--- src/rtl/uart_rx.sv ---
// Oversampling UART receiver: 2-flop rx synchroniser, mid-bit start validation,
// centre sampling of LSB-first data, stop-bit check with framing-error flag.
//
// state   | meaning
// --------+-----------------------------------------------------------
// S_IDLE  | line idle, waiting for rx_s low
// S_START | counting to mid start bit to reject glitches
// S_DATA  | sampling DBIT data bits at their centres
// S_STOP  | waiting out the stop interval, then deliver byte
module uart_rx #(
  parameter int DBIT          = 8,
  parameter int S_TICK_LIM    = 16,
  parameter int STOP_BITS_LIM = 16
) (
  input  logic       clk,
  input  logic       reset,
  input  logic       rx,
  input  logic       s_tick,
  output logic [7:0] dout,
  output logic       rx_done_tick,
  output logic       frame_err,
  output logic       busy
);

  typedef enum logic [1:0] {
    S_IDLE,
    S_START,
    S_DATA,
    S_STOP
  } state_t;

  localparam logic [4:0] START_MID = 5'(S_TICK_LIM / 2 - 1);
  localparam logic [4:0] BIT_LAST  = 5'(S_TICK_LIM - 1);
  localparam logic [4:0] STOP_LAST = 5'(STOP_BITS_LIM - 1);
  localparam logic [2:0] N_LAST    = 3'(DBIT - 1);
  localparam int         SHIFT     = 8 - DBIT;

  state_t     state;
  logic       rx_meta;
  logic       rx_s;
  logic [4:0] s_cnt;
  logic [2:0] n_cnt;
  logic [7:0] b;

  always_ff @(posedge clk) begin
    if (!reset) begin
      rx_meta <= 1'b1;
      rx_s    <= 1'b1;
    end else begin
      rx_meta <= rx;
      rx_s    <= rx_meta;
    end
  end

  always_ff @(posedge clk) begin
    if (!reset) begin
      state        <= S_IDLE;
      s_cnt        <= '0;
      n_cnt        <= '0;
      b            <= '0;
      dout         <= '0;
      rx_done_tick <= 1'b0;
      frame_err    <= 1'b0;
      busy         <= 1'b0;
    end else begin
      rx_done_tick <= 1'b0;
      case (state)
        S_IDLE: begin
          if (!rx_s) begin
            state <= S_START;
            s_cnt <= '0;
            busy  <= 1'b1;
          end
        end
        S_START: begin
          if (s_tick) begin
            if (s_cnt == START_MID) begin
              s_cnt <= '0;
              if (!rx_s) begin
                state <= S_DATA;
                n_cnt <= '0;
              end else begin
                // false start: drop back without touching outputs
                state <= S_IDLE;
                busy  <= 1'b0;
              end
            end else begin
              s_cnt <= s_cnt + 5'd1;
            end
          end
        end
        S_DATA: begin
          if (s_tick) begin
            if (s_cnt == BIT_LAST) begin
              s_cnt <= '0;
              b     <= {rx_s, b[7:1]};
              if (n_cnt == N_LAST) begin
                state <= S_STOP;
              end else begin
                n_cnt <= n_cnt + 3'd1;
              end
            end else begin
              s_cnt <= s_cnt + 5'd1;
            end
          end
        end
        S_STOP: begin
          if (s_tick) begin
            if (s_cnt == STOP_LAST) begin
              // half-bit start offset puts this sample mid final stop bit
              s_cnt        <= '0;
              dout         <= b >> SHIFT;
              frame_err    <= ~rx_s;
              rx_done_tick <= 1'b1;
              state        <= S_IDLE;
              busy         <= 1'b0;
            end else begin
              s_cnt <= s_cnt + 5'd1;
            end
          end
        end
        default: begin
          state <= S_IDLE;
          s_cnt <= '0;
          busy  <= 1'b0;
        end
      endcase
    end
  end

endmodule

--- config.mk ---
export PLATFORM = sky130hd
export DESIGN_NAME = uart_rx
export DESIGN_NICKNAME = d
export VERILOG_FILES = /design/src/rtl/uart_rx.sv
export SDC_FILE = /design/constraint.sdc
export NUM_CORES = 1
export LEC_CHECK = 0
export CORE_MARGIN = 2
export CORE_UTILIZATION = 40
export DETAILED_ROUTE_END_ITERATION = 10
export GPL_ROUTABILITY_DRIVEN = 0
export SLEW_MARGIN = 25
export SYNTH_ARGS = -nofsm -noshare
export SYNTH_HDL_FRONTEND = slang
export SYNTH_SLANG_ARGS = --single-unit
--- constraint.sdc ---
create_clock -name clk -period 4.2 [get_ports clk]
set_input_delay 0.42 -clock clk [delete_from_list [all_inputs] [get_ports clk]]
set_output_delay 0.42 -clock clk [all_outputs]
set_load 0.01 [all_outputs]
## After elaboration in Yosys (flattened, before gate mapping)

Cells that the tools add are included.

- Bits of input ports: 4
- Register bits: 31
- Output and inout bits: 11
- Word-level logic and storage cells: 73

- Eq/ne operators: 18
- Add/sub/neg operators: 2
- Reductions and logical operators: 11
- Mux-type cells: 31
- Bitwise operators: 1

Operator list:

| cell | number |
|---|---|
| $mux 5 | 5 |
| $ne 2x2->1 const B | 11 |
| $mux 2 | 9 |
| $mux 3 | 6 |
| $pmux 5 s3 | 1 |
| $reduce_and 7->1 | 2 |
| $reduce_and 3->1 | 4 |
| $pmux 2 s4 | 1 |
| $reduce_and 8->1 | 1 |
| $mux 1 | 7 |
| $pmux 3 s2 | 1 |
| $add 5x1->5 const B | 1 |
| $eq 5x3->1 const B | 1 |
| $eq 5x4->1 const B | 1 |
| $eq 2x2->1 const B | 2 |
| $add 3x1->3 const B | 1 |
| $eq 3x3->1 const B | 1 |
| $pmux 1 s3 | 1 |
| $reduce_bool 3->1 | 1 |
| $eq 2x1->1 const B | 1 |
| $logic_not 2->1 | 1 |
| $ne 2x1->1 const B | 1 |
| $reduce_bool 2->1 | 1 |
| $reduce_or 2->1 | 1 |
| $not 1->1 | 1 |

## Logic depth before layout (Yosys ltp)

- Depth in word-level cells: 5
- Depth in mapped cells: 7

## Least setup slack after synthesis

OpenSTA, ideal clock, no wires.

- Kind: reg-to-reg
- From: register n_cnt[0]
- To: register n_cnt[1]
- Slack: 2651 ps
- Setup time: 124 ps
- Arrival: 1425 ps
- Cell stages (with the launch flop): 6
- Cells stage by stage: dfxtp_1 ha_1 ha_1 or4b_4 o211ai_1 nand3_1

- Longest elaborated chain between the ends: 5
- Elaborated cells on any way between the ends: 8
- Classes of those cells: add/sub: 1; eq/ne: 2; mux: 4; reduce/logical: 1

Ends and longest elaborated chain:

| element | RTL line | RTL |
|---|---|---|
| start, declared | 42 | `logic [2:0] n_cnt;` |
| start signal, assigned | 100 | `n_cnt <= n_cnt + 3'd1;` |
| $add 3x1->3 | 100 |  |
| $mux 3 | 97 | `if (n_cnt == N_LAST) begin` |
| $mux 3 | 94 | `if (s_cnt == BIT_LAST) begin` |
| $mux 3 | 93 | `if (s_tick) begin` |
| $pmux 3 s2 | 67 | `case (state)` |

Parallel ways exist; a longest one is shown, timed or not. The select of a mux whose other input is x is not followed.
A chain may end at the register's enable or synchronous reset.

## Worst setup path after layout

- From: input s_tick
- To: register dout[4]

- Longest elaborated chain between the ends: 1

Ends and longest elaborated chain:

| element | RTL line | RTL |
|---|---|---|
| start, declared | 18 | `input logic s_tick,` |
| $reduce_and 3->1 (no line) | - |  |
| end signal, assigned | 112 | `dout <= b >> SHIFT;` |
| end, declared | 19 | `output logic [7:0] dout,` |

Every way passes these cells.

==> results.txt <==
total gr overflow - 0
Critical Path RT - 4410 ps
ANT nets after route - 0
Detail Placement HPWL - 2220 um
startpoint types - input pin
FF+latch count, synth - 31
syn nets - 185
Yosys warning total - 0
status - finished, final reports clean
fraction of layout cells with a size suffix above 1 - 7.57%
Slew @ Worst Pin - 893 ps
DR iter-0 viols - 115
clock root cell - clkbuf_8
CTS hold repair buffers - 0
fillcell total - 367
asr flop ratio synth - 0%
Setup Buffers After CTS - 0
Post-synth top flop - dfxtp_1
all-layer global routing usage - 16.7%
setup_tns - 0 ps
Syn Inst Count - 177
vias per cell - 5.66
Core Box Area - 3740 um^2
worst skew pair latency - 280 ps
routed wl met3 - 135 um
die area - 4510 um^2
Worst setup EP type - register
DR WL met2 - 1520 um
antenna diode count - 0
clock sinks - 31
Clk pin slew, worst setup/hold paths - 60 ps
worst hold path type - reg2reg
top layer in use - met4
sequential-to-total area share from yosys stat - 38.9%
Die W - 67.2 um
final hold slack - 411 ps
Max Transition Viols Final - 0
CTS tree - yes
largest net degree at the start of global routing - 45
WL/cell - 13.9 um
post-cts sizing count - 0
final clock period utilization by the worst path - 52.2%
post-synthesis average cell area - 9.01 um^2
Detailed Route WL - 3240 um
RSZ-0062 raised after global routing - no
worst rel slew slack - 40.1%
routed vias - 1319
# IOs - 15
Initial Util - 42.6%
achievable frequency - 456 MHz
Setup Crit Path Kind - in2reg
placed insts - 226
Placement Rows - 22
DP Area - 1720 um^2
DRT Pass-1 Iters - 4
fin nets - 193
Sequential cell area - 621 um^2
power density over the cells - 309 nW/um^2
post-route cell area - 1810 um^2
chip height - 67.2 um
first-pass GRT wire length - 5650 um
Worst EP arrival - 2400 ps
multi-input logic area - 878 um^2
post-route insts no fill - 233
Met1 Routed Length - 1530 um
Post-Route Skew - 3.25 ps
vias in the first global route - 1317
# setup viols final - 0
IO Port Bufs - 14
max-cap viol count - 0
fin crit period - 2190 ps
# DRC - 0
Final Core Density - 48.2%
CTS buffer count - 5
static leakage - 0.612 nW
Yosys cell types - 43
Mapped Area - 1600 um^2
Area growth syn-to-layout - 13.2%
final hold violation count - 0
worst-path fanout max - 15
CTS Buffer Depth - 2
antenna violations before repair - 0
number of synthesized flops with an enable pin - 0
htree depth - 2
maximum VDD drop - 0.000153 V
[logic make-up after synthesis]
logic type               count (synthesis)  synth area share (%)
AND/OR/NAND/NOR                         74                  26.8
AO/OA/AOI/OAI                           40                  18.3
buffers and inverters                   17                  6.04
multiplexers                            10                  6.27
XOR/XNOR                                 1                 0.549
flip-flops                              31                  38.9
adder cells (fa/ha/maj)                  4                  3.14
[layer usage]
layer | up-vias | track usage [%]
met2 | 33 | 29.2
li1 | 660 | -
met3 | 7 | 4.00
met1 | 619 | 18.5
met4 | 0 | 9.69
met5 | - | 0
[cell usage in the layout, fill, tap and decap left out, types with 2 or more instances in the layout]
| master | instances |
|---|---|
| a21boi_1 | 7 |
| ha_1 | 4 |
| mux2i_1 | 10 |
| inv_1 | 2 |
| o31ai_1 | 3 |
| nand2_1 | 22 |
| and2_1 | 4 |
| nand3b_1 | 3 |
| and3b_1 | 2 |
| a21oi_1 | 2 |
| nand4bb_1 | 3 |
| nand2b_1 | 3 |
| dfxtp_1 | 31 |
| clkdlybuf4s50_1 | 14 |
| nand3_1 | 18 |
| nand4_1 | 7 |
| o21ai_0 | 11 |
| nor2_1 | 3 |
| clkbuf_8 | 6 |
| a21boi_0 | 2 |
| o211ai_1 | 6 |
[worst max-delay path, cell delays in order]
cell and delay, ps:
clkdlybuf4s50_1 800, nand2_1 150, nor3_2 750, mux2i_1 270
[path summary, 6_finish.rpt]
| kind | from | to | slack [ps] | cells after the start |
|---|---|---|---|---|
| min | rx_meta | rx_s | 410 | 1 |
| min reg2reg | rx_meta | rx_s | 410 | 1 |
| max | s_tick | dout[4] | 2010 | 4 |
| max reg2reg | register | dout[4] | 2080 | 3 |
[cells in the mapped netlist, types with 2 or more instances]
master | n | area share, %
a21boi_0 | 2 | 0.94
a21boi_1 | 7 | 3.3
a21oi_1 | 2 | 0.63
and2_1 | 4 | 1.6
and3b_1 | 2 | 1.1
buf_2 | 5 | 1.6
buf_4 | 5 | 2.4
clkbuf_1 | 3 | 0.71
dfxtp_1 | 31 | 39
ha_1 | 4 | 3.1
inv_1 | 2 | 0.47
mux2i_1 | 10 | 6.3
nand2_1 | 22 | 5.2
nand2b_1 | 3 | 1.2
nand3_1 | 18 | 5.6
nand3b_1 | 3 | 1.4
nand4_1 | 7 | 2.7
nand4bb_1 | 3 | 2.1
nor2_1 | 3 | 0.71
o211ai_1 | 6 | 2.8
o21ai_0 | 11 | 3.5
o31ai_1 | 3 | 1.4
[per-stage QoR]
stage | power (W) | setup WS, ps
floorplan | 0.000322 | 2650
global placement | 0.000329 | 1770
detailed placement | 0.000330 | 1690
CTS | 0.000561 | 1960
global route | 0.000580 | 1820
finish | 0.000557 | 2010
[report_power, final]
part	leakage (nW)	switching [W]	internal, W	total [W]
Clock	0.0470	0.000105	0.000128	0.000234
Sequential	0.250	0.00000383	0.000296	0.000300
Combinational	0.315	0.0000135	0.00000964	0.0000231
Total	0.612	0.000123	0.000434	0.000557
[state kept, by name, indices dropped and copies added (netlist names), named ones only]
name          cells
frame_err         1
dout              8
rx_meta           1
s_cnt             5
rx_done_tick      1
rx_s              1
n_cnt             3
b                 8
state             1
busy              1
[final cells by class]
class / count / share of cell area (%)
Clock buffer: 6 / 4.57
Timing Repair Buffer: 15 / 8.18
Multi-Input combinational cell: 129 / 48.6
Sequential cell: 31 / 34.4
Clock inverter: 1 / 0.277
Inverter: 3 / 0.624
Tap cell: 48 / 3.33
Power figures use the tool's default switching activity.
